File: config.mk
export PLATFORM = sky130hd
export DESIGN_NAME = cache_refill_ctrl
export DESIGN_NICKNAME = d
export VERILOG_FILES = /design/src/rtl/cache_refill_ctrl.sv
export SDC_FILE = /design/constraint.sdc
export NUM_CORES = 1
export LEC_CHECK = 0
export CORE_MARGIN = 3
export CORE_UTILIZATION = 37
export CTS_CLUSTER_SIZE = 20
export DETAILED_ROUTE_END_ITERATION = 8
export PLACE_DENSITY = 0.74
export SLEW_MARGIN = 20
export SYNTH_ARGS = -nofsm -noshare
export SYNTH_HDL_FRONTEND = slang
export SYNTH_SLANG_ARGS = --single-unit
File: constraint.sdc
create_clock -name clk -period 2.5 [get_ports clk]
set_input_delay 0.5 -clock clk [delete_from_list [all_inputs] [get_ports clk]]
set_output_delay 0.5 -clock clk [all_outputs]
set_load 0.01 [all_outputs]
File: src/rtl/cache_refill_ctrl.sv
// Blocking read controller for a direct-mapped cache: one-cycle lookup, 4-beat
// block refill from memory on a miss, invalidate-all flush, and hit/miss counters.
module cache_refill_ctrl #(
  parameter int ADDR_W = 15,
  parameter int DATA_W = 32,
  parameter int CNT_W  = 14
) (
  input  logic              clk,
  input  logic              rst,
  input  logic              cpu_req,
  input  logic [ADDR_W-1:0] cpu_addr,
  output logic              cpu_ready,
  output logic              cpu_valid,
  output logic [DATA_W-1:0] cpu_rdata,
  input  logic              flush,
  output logic [11:0]       arr_idx,
  output logic [2:0]        arr_tag,
  input  logic              tag_hit,
  input  logic [DATA_W-1:0] arr_rdata,
  output logic              arr_we,
  output logic [DATA_W-1:0] arr_wdata,
  output logic              arr_inv,
  output logic              mem_req,
  output logic [ADDR_W-1:0] mem_addr,
  input  logic              mem_gnt,
  input  logic              mem_rvalid,
  input  logic [DATA_W-1:0] mem_rdata,
  output logic [CNT_W-1:0]  hit_cnt,
  output logic [CNT_W-1:0]  miss_cnt
);

  localparam int IDX_W = 12;
  localparam logic [CNT_W-1:0] CNT_MAX = {CNT_W{1'b1}};

  typedef enum logic [2:0] {
    S_IDLE,
    S_LOOKUP,
    S_REQ,
    S_FILL,
    S_RESP,
    S_FLUSH
  } state_t;

  state_t            state_q, state_d;
  logic [1:0]        beat_q, beat_d;
  logic              flush_pend_q, flush_pend_d;
  logic [ADDR_W-1:0] addr_q, addr_d;
  logic [DATA_W-1:0] rdata_q, rdata_d;
  logic [CNT_W-1:0]  hit_cnt_q, hit_cnt_d;
  logic [CNT_W-1:0]  miss_cnt_q, miss_cnt_d;
  logic              hit_inc, miss_inc;

  always_ff @(posedge clk or negedge rst) begin
    if (!rst) begin
      state_q      <= S_IDLE;
      beat_q       <= 2'd0;
      flush_pend_q <= 1'b0;
      addr_q       <= '0;
      rdata_q      <= '0;
      hit_cnt_q    <= '0;
      miss_cnt_q   <= '0;
    end else begin
      state_q      <= state_d;
      beat_q       <= beat_d;
      flush_pend_q <= flush_pend_d;
      addr_q       <= addr_d;
      rdata_q      <= rdata_d;
      hit_cnt_q    <= hit_cnt_d;
      miss_cnt_q   <= miss_cnt_d;
    end
  end

  always_comb begin
    state_d   = state_q;
    beat_d    = beat_q;
    addr_d    = addr_q;
    rdata_d   = rdata_q;
    hit_inc   = 1'b0;
    miss_inc  = 1'b0;
    cpu_valid = 1'b0;
    arr_we    = 1'b0;
    arr_inv   = 1'b0;
    mem_req   = 1'b0;
    arr_wdata = '0;
    arr_idx   = addr_q[IDX_W-1:0];
    arr_tag   = addr_q[ADDR_W-1:IDX_W];

    unique case (state_q)
      S_IDLE: begin
        // A flush (new or pending) takes the cycle; a coincident request is dropped.
        if (flush || flush_pend_q) begin
          state_d = S_FLUSH;
        end else if (cpu_req) begin
          addr_d  = cpu_addr;
          state_d = S_LOOKUP;
        end
      end
      S_LOOKUP: begin
        if (tag_hit) begin
          rdata_d = arr_rdata;
          hit_inc = 1'b1;
          state_d = S_RESP;
        end else begin
          miss_inc = 1'b1;
          state_d  = S_REQ;
        end
      end
      S_REQ: begin
        mem_req = 1'b1;
        if (mem_gnt) begin
          beat_d  = 2'd0;
          state_d = S_FILL;
        end
      end
      S_FILL: begin
        arr_idx = {addr_q[IDX_W-1:2], beat_q};
        if (mem_rvalid) begin
          arr_we    = 1'b1;
          arr_wdata = mem_rdata;
          beat_d    = beat_q + 2'd1;
          if (beat_q == addr_q[1:0]) begin
            rdata_d = mem_rdata;
          end
          if (beat_q == 2'd3) begin
            state_d = S_RESP;
          end
        end
      end
      S_RESP: begin
        cpu_valid = 1'b1;
        state_d   = S_IDLE;
      end
      S_FLUSH: begin
        arr_inv = 1'b1;
        state_d = S_IDLE;
      end
      default: begin
        state_d = S_IDLE;
      end
    endcase
  end

  // Flushes that arrive mid-transaction are remembered and replayed from IDLE.
  always_comb begin
    flush_pend_d = flush_pend_q;
    if (state_q == S_IDLE && state_d == S_FLUSH) begin
      flush_pend_d = 1'b0;
    end else if (flush && state_q != S_IDLE) begin
      flush_pend_d = 1'b1;
    end
  end

  always_comb begin
    hit_cnt_d  = hit_cnt_q;
    miss_cnt_d = miss_cnt_q;
    if (hit_inc && hit_cnt_q != CNT_MAX) begin
      hit_cnt_d = hit_cnt_q + 1'b1;
    end
    if (miss_inc && miss_cnt_q != CNT_MAX) begin
      miss_cnt_d = miss_cnt_q + 1'b1;
    end
  end

  // rst is folded in so cpu_ready reads 0 for the whole time reset is held.
  assign cpu_ready = rst && (state_q == S_IDLE) && !flush_pend_q && !flush;
  assign cpu_rdata = rdata_q;
  assign mem_addr  = {addr_q[ADDR_W-1:2], 2'b00};
  assign hit_cnt   = hit_cnt_q;
  assign miss_cnt  = miss_cnt_q;

endmodule

After elaboration in Yosys (flattened, before gate mapping)
Index checks and enable logic that the tools add are counted.

storage, ports and cells
  bits in read-only memories = 0
  latch bits = 0
  flip-flop bits (word level) = 81
  logic and storage cells = 71
  memories = 0
  bits of input ports = 86
  bits in writable memories = 0
  output and inout bits = 127

cells by class
  add/subtract/negate cells = 3
  bitwise gates (word level) = 1
  divide/modulo/power cells = 0
  shifts and indexed selects = 0
  magnitude comparators = 0
  eq/ne operators = 14
  reductions and logical operators = 18
  multipliers = 0
  mux-type cells = 28

operators with widths
  kind                     count
  $mux W32                 5
  $pmux W32 S2             1
  $add A14 B1 Y14 const B  2
  $ne A14 B14 Y1 const B   2
  $mux W3                  6
  $pmux W3 S4              1
  $mux W1                  11
  $eq A3 B3 Y1 const B     3
  $ne A2 B2 Y1 const B     4
  $logic_and A1 B1 Y1      7
  $eq A3 B2 Y1 const B     2
  $mux W2                  3
  $reduce_and A3 Y1        2
  $reduce_bool A2 Y1       3
  $pmux W2 S2              1
  $reduce_and A4 Y1        1
  $eq A3 B1 Y1 const B     1
  $logic_not A3 Y1         1
  $reduce_bool A3 Y1       1
  $add A2 B1 Y2 const B    1
  $eq A2 B2 Y1             1
  $eq A2 B2 Y1 const B     1
  $logic_not A1 Y1         2
  $logic_or A1 B1 Y1       1
  $not A1 Y1               1

Logic depth before layout (Yosys ltp)
Gate-level depths: netlist (run 1).

  word-level depth = 7
  depth in mapped cells = 7
  mapped depth without buffers = 5

Least setup slack after synthesis (run 1)
Ideal clock, no wire load.

  kind = reg2out
  start point = register state_q[2]
  end point = output port arr_wdata[10]
  buffers on the path = 3
  cell stages (with the launch flop) = 6
  arrival time = 1.425 ns
  setup slack = 0.575 ns
  data required time = 2.000 ns
  cell sequence = dfrtp_1 -> and3b_1 -> clkbuf_1 -> clkbuf_1 -> clkbuf_1 -> and3_1

on the way
  word-level cells in the longest chain between the ends = 2

RTL lines
  item                    line  RTL
  start, declared         44    state_t state_q, state_d;
  start signal, assigned  63    state_q <= state_d;
  $eq A3 B2 Y1            88    unique case (state_q)
  $mux W32                88
  end, declared           21    output logic [DATA_W-1:0] arr_wdata,

No other way between the ends.

Worst setup path after layout (run 1)
  start point = input port mem_rvalid
  end point = output port arr_wdata[30]

on the way
  word-level cells in the longest chain between the ends = 2

RTL lines
  item             line  RTL
  start, declared  26    input logic mem_rvalid,
  $mux W32         117   if (mem_rvalid) begin
  $mux W32         88

No other way between the ends.

==> qor.yml, run 1 <==
cells_and_area:
  fin_nets: 723
  finalInstanceArea_sq_mm: 0.00679
  layout-drive-gt1-share_pct: 14.9
  diodes: 0
  areaGrowthSynthToFinish_pct: 55.9
worst_setup_path:
  crit_cells: 4
  cp.arrival_ns: 1.94
  r2r_slack_ns: 0.45
  start_kind: "input pin"
  crit_fanout: 10
  cpMostUsedCell: "clkdlybuf4s50_1"
  crit_chain: "clkdlybuf4s50_1 > buf_4 > and3_1 > clkdlybuf4s50_1"
  crit_type: "in2out"
  cp_slowest_stage_delay_ns: 0.54
  path_delay_family: "buffers and inverters"
  required_ns: 2.00
  crit_path_top_delay_cell: "clkdlybuf4s50_1"
  cp_num_buf_inv: 3
  worst_setup_path_end_kind: "output port"
  r2r_cells: 5
sta:
  fin_crit_sh_pct: 97.7
  hold_viol: 0
  fmax_ghz: 0.410
  tns_ns: 0
  slew_viol_final: 0
  finalSetupViolCount: 0
  slew_headroom_pct: 55.9
  fin_skew_ns: 0.00615
  tightestPinTransition_ns: 0.662
  period_needed_ns: 2.44
  rsz0062_at_grt: "no"
pwr:
  vdd_drop_max_uv: 506
  p_per_area_mw_per_mm2: 949
  p_leak_nw: 3.12
yosys:
  synth_area_per_cell_sq_um: 9.81
  post-synth-top-count-cell: "nand2_1"
  yosys.area.top_type: "dfrtp_1"
  synth.yosys.seq_area_share_pct: 46.5
  ys.flop_type: "dfrtp_1"
  yosys-top-cells-area: "dfrtp_1, mux2_2, nand2_1"
  synthesis.area_sq_mm: 0.00436
  ys_warn_count: 0
  yosys-top-cells-count: "nand2_1, dfrtp_1, mux2_2"
  synth.top_cell.area_share_pct: 46.5
  synth_seq_cells: 81
  async_flop_share_pct: 100
  synthCells: 444
  ys_types: 40
  synth_edf_count: 0
grt:
  antenna_found_initial: 0
  grt_pass1_wl_um: 19300
  grt_pass1_vias: 3832
  track_usage_pct: 18.2
  grt_max_degree: 53
  grt_remaining_overflow: 0
routing:
  totalWireLength_um: 12200
  drtIter0Drc: 143
  vias: 3850
  via_per_inst: 4.95
  drc_errors: 0
  routedWlPerCell_um: 15.7
  drtAntennaViolNets: 0
  first_pass_iters: 4
floorplan:
  fp.coreArea_sq_mm: 0.0112
  num_io_pins: 213
  dieWidth_um: 115
  dieArea_sq_mm: 0.0131
  dieHeight_um: 115
  fp-row-count: 38
  start_util_pct: 39.0
clock_tree:
  cts_buffer_depth: 2
  cts_hold_buf: 0
  htreeDepth: 3
  clk_latency_ns: 0.32
  cts-root-buf: "clkbuf_16"
  cts_tree: "yes"
  cts.clk_slew.worst_paths_ns: 0.06
  cts_sinks: 81
  cts_buffers: 9
min_path:
  hp-class: "in2async"
placement:
  placed_area_sq_mm: 0.00651
  hpwl_um: 9230
  gp_congestion: 0.824
  port_buffers: 210
run:
  maxCapViolCount: 0
run_status:
  status: "finished clean"
==> path summary, 6_finish.rpt <==
check | from | to
min in group clk | hit_cnt[13] | hit_cnt[13]
hold reg to reg | hit_cnt[13] | hit_cnt[13]
setup reg to reg | state_q[1] | miss_cnt[13]
max in group asynchronous | rst | miss_cnt[13]
hold / removal | rst | miss_cnt[5]
setup / recovery | mem_rvalid | arr_wdata[30]
==> per-layer routing <==
layer	track usage, %	wire, um
met1	22.8	4990
met5	0	0
met2	31.2	6100
met4	5.94	187
met3	3.86	951
==> layout by cell type (no fill, tap or decap), types with 4 or more instances in the layout <==
cell             netlist  layout
nand3_1               12      12
xnor2_1                8       8
xor2_1                17      17
a21oi_1                5       4
mux2_2                50      50
dfrtp_1               81      81
nor3_1                11      10
nand2_1              116     116
nor2_1                11      11
and3_1                35      35
nand4_1                5       5
clkbuf_16              0       9
buf_4                 28      17
clkdlybuf4s50_1        0     207
==> final cells by class <==
| cell class | instances | area, sq um |
|---|---|---|
| Clock inverter | 5 | 33.8 |
| Fill cell | 963 | 4380 |
| Tap cell | 140 | 175 |
| Sequential cell | 81 | 2030 |
| Timing Repair Buffer | 230 | 2300 |
| Inverter | 2 | 7.51 |
| Multi-Input combinational cell | 310 | 2020 |
| Clock buffer | 10 | 229 |
==> kinds of logic after synthesis <==
family                   after synthesis  share of synthesized area, %
flip-flops                            81                          46.5
AND/OR/NAND/NOR                      216                          24.9
adder cells (fa/ha/maj)                3                         0.862
XOR/XNOR                              25                          5.03
AO/OA/AOI/OAI                         14                          2.13
other                                  1                        0.0861
buffers and inverters                 54                          7.55
multiplexers                          50                          12.9
==> stage by stage <==
stage	worst slack [ns]	total power [mW]	hold WS, ns	utilization (%)	instances
4_1_cts	0.0490	6.53	0.339	60.6	778
3_3_place_gp	0.0979	5.24	0.479	58.2	762
2_1_floorplan	0.575	3.82	0.204	-	445
6_report	0.0583	6.45	0.325	60.8	778
5_1_grt	0.00113	6.87	0.391	60.8	778
3_5_place_dp	0.0588	5.33	0.486	58.2	762
==> where the power goes <==
| group | internal (mW) | switching, mW | leakage, nW |
|---|---|---|---|
| combinational | 1.85 | 1.25 | 1.98 |
| sequential | 1.82 | 0.358 | 1.01 |
| clock | 0.665 | 0.503 | 0.124 |
| total | 4.33 | 2.11 | 3.12 |
==> what timing repair did <==
item,CTS,global route
resized for setup,0,4
endpoints found under the setup margin,30,12
setup buffers,1,0
cloned,0,0
==> flip-flops by register name, summed over array words and instances (netlist names) <==
name	count
flush_pend_q	1
cpu_rdata	32
addr_q	15
hit_cnt	14
state_q	3
miss_cnt	14
beat_q	2
(Power assumes the default switching activity.)
==> run 2: changes to the inputs <==
--- a/config.mk
+++ b/config.mk
@@ -9,7 +9,7 @@
 export CORE_UTILIZATION = 37
 export CTS_CLUSTER_SIZE = 20
 export DETAILED_ROUTE_END_ITERATION = 8
-export PLACE_DENSITY = 0.74
+export PLACE_DENSITY = 0.76
 export SLEW_MARGIN = 20
 export SYNTH_ARGS = -nofsm -noshare
 export SYNTH_HDL_FRONTEND = slang
==> constraint.sdc (replaced) <==
create_clock -name clk -period 2.5 [get_ports clk]
set_input_delay 0.5 -clock clk [delete_from_list [all_inputs] [get_ports clk]]
set_output_delay 0.5 -clock clk [all_outputs]
set_load 0.1 [all_outputs]
==> qor.yml, run 2 (synthesis results as in run 1) <==
clock_tree:
  cts.clk_slew.worst_paths_ns: 0.06  # about the same
  cts_buffer_depth: 2  # unchanged
  cts-resized-gates: 0  # unchanged
  cts_buffers: 9  # unchanged
  cts-root-buf: "clkbuf_16"  # unchanged
  cts_sinks: 81  # unchanged
  post_cts_buffers: 0  # was 1
  htreeDepth: 3  # unchanged
  cts_hold_buf: 0  # unchanged
  clk_latency_ns: 0.33  # was 0.32 ns
  cts_tree: "yes"  # unchanged
floorplan:
  dieWidth_um: 115  # unchanged
  dieHeight_um: 115  # unchanged
  num_io_pins: 213  # unchanged
  start_util_pct: 39.0  # unchanged
  fp-row-count: 38  # unchanged
  dieArea_sq_mm: 0.0131  # unchanged
  fp.coreArea_sq_mm: 0.0112  # unchanged
routing:
  wl_met2_um: 6200  # was 6100 um
  first_pass_iters: 4  # unchanged
  drc_errors: 0  # unchanged
  routedWlPerCell_um: 16.1  # was 15.7 um
  via_per_inst: 4.96  # was 4.95
  drtIter0Drc: 154  # was 143
  drtAntennaViolNets: 0  # unchanged
  wl_met3_um: 981  # was 951 um
  vias: 3818  # was 3,850
  totalWireLength_um: 12400  # was 12,200 um
  highest-signal-layer: "met4"  # unchanged
  met1Wirelength_um: 4990  # unchanged
sta:
  tns_ns: 0  # unchanged
  fmax_ghz: 0.425  # was 0.410 GHz
  rsz0062_at_grt: "no"  # unchanged
  fin_ws_ns: 0.149  # was 0.0583 ns
  tightestPinTransition_ns: 0.770  # was 0.662 ns
  period_needed_ns: 2.35  # was 2.44 ns
  slew_viol_final: 0  # unchanged
  fin_crit_sh_pct: 94.1  # was 97.7%
  hold_ws_ns: 0.301  # was 0.325 ns
  finalSetupViolCount: 0  # unchanged
  hold_viol: 0  # unchanged
  slew_headroom_pct: 48.7  # was 55.9%
  fin_skew_ns: 0.00539  # was 0.00615 ns
placement:
  port_buffers: 210  # unchanged
  dp_slack_ns: 0.133  # was 0.0588 ns
  hpwl_um: 9330  # was 9230 um
  gp_congestion: 0.853  # was 0.824
  dp_cells: 755  # was 762
grt:
  grt_pass1_wl_um: 19100  # was 19,300 um
  grt_remaining_overflow: 0  # unchanged
  grt_max_degree: 82  # was 53
  track_usage_pct: 18.4  # was 18.2%
  antenna_found_initial: 0  # unchanged
  grt_pass1_vias: 3771  # was 3,832
worst_setup_path:
  cp_num_buf_inv: 2  # was 3
  crit_chain: "and3b_2 > buf_4 > and2_2 > buf_12"  # was clkdlybuf4s50_1 > buf_4 > and3_1 > clkdlybuf4s50_1
  start_kind: "flop"  # was input pin
  worst_setup_path_end_kind: "output port"  # unchanged
  crit_fanout: 26  # was 10
  crit_type: "reg2out"  # was in2out
  crit_cells: 4  # unchanged
  cp.arrival_ns: 1.85  # was 1.94 ns
  timing.rr.end: "miss_cnt[13]"  # unchanged
  required_ns: 2.00  # about the same
  crit_path_top_delay_cell: "dfrtp_1"  # was clkdlybuf4s50_1
  path_delay_family: "simple AND/OR/NAND/NOR gates"  # was buffers and inverters
  r2r_cells: 4  # was 5
  r2r_start: "state_q[2]"  # was state_q[1]
  r2r_slack_ns: 0.47  # was 0.45 ns
  cp_slowest_stage_delay_ns: 0.49  # was 0.54 ns
cells_and_area:
  final_common_cell: "nand2_1"  # was clkdlybuf4s50_1
  layout_common_cells: "nand2_1, buf_4, clkdlybuf4s50_1, dfrtp_1, mux2_2"  # was clkdlybuf4s50_1, nand2_1, dfrtp_1, mux2_2, and3_1
  fin_nets: 715  # was 723
  num-fill-cells: 912  # was 963
  layout-drive-gt1-share_pct: 37.1  # was 14.9%
  areaGrowthSynthToFinish_pct: 59.7  # was 55.9%
  largest_reg_flops: 32  # unchanged
  final_cells: 770  # was 778
  diodes: 0  # unchanged
min_path:
  hp-class: "in2async"  # unchanged
run:
  maxCapViolCount: 0  # unchanged
run_status:
  status: "finished clean"  # unchanged
-- run 2: worst max path at each step --
stage	from	to	slack, ns
detailed placement	tag_hit	miss_cnt[11]	0.13
finish	state_q[2]	arr_we	0.15
CTS	state_q[2]	arr_wdata[29]	0.07
global route	state_q[2]	arr_we	0.02
global placement	tag_hit	miss_cnt[13]	0.18
floorplan	miss_cnt[0]	miss_cnt[1]	0.002
-- run 2: worst register-to-register path: stages (launching register included) --
cell and delay (ns):
dfrtp_1 0.49, or4b_4 0.68, nor4_2 0.40, nand4_1 0.18, xnor2_1 0.16
-- run 2: metrics by stage --
step	util, %	cell area [sq um]
6_report	62.3	6960
5_1_grt	62.3	6960
4_1_cts	62.2	6950
3_5_place_dp	59.2	6620
3_3_place_gp	59.2	6620
2_1_floorplan	-	4400
-- run 2: layout make-up --
| class | count | area (sq um) | share of cell area (%) |
|---|---|---|---|
| multi-input cells | 310 | 2060 | 29.6 |
| repair buffers | 222 | 2360 | 33.9 |
| clock buffers | 13 | 270 | 3.88 |
| well taps | 140 | 175 | 2.52 |
| flip-flops and latches | 81 | 2030 | 29.1 |
| clock inverters | 2 | 60.1 | 0.863 |
| inverters | 2 | 7.51 | 0.108 |
-- run 2: routing by layer --
metal  up-vias  GRT usage (%)
met5         -              0
met4         0           5.38
met3        14           6.13
met2       150           32.0
met1      1817           21.5
li1       1837              -
Power of run 2 is left out: the tool's default activity adds up to more than one toggle a clock period on the data nets, which glitch-free logic cannot reach.
==> run 3: changes to the inputs <==
--- a/config.mk
+++ b/config.mk
@@ -10,6 +10,7 @@
 export CTS_CLUSTER_SIZE = 20
 export DETAILED_ROUTE_END_ITERATION = 8
 export PLACE_DENSITY = 0.76
+export SKIP_LAST_GASP = 1
 export SLEW_MARGIN = 20
 export SYNTH_ARGS = -nofsm -noshare
 export SYNTH_HDL_FRONTEND = slang
==> results of run 3 <==
The final DEF is identical to that of run 2; final timing and power are the same.
Power of run 3 is left out for the same reason.
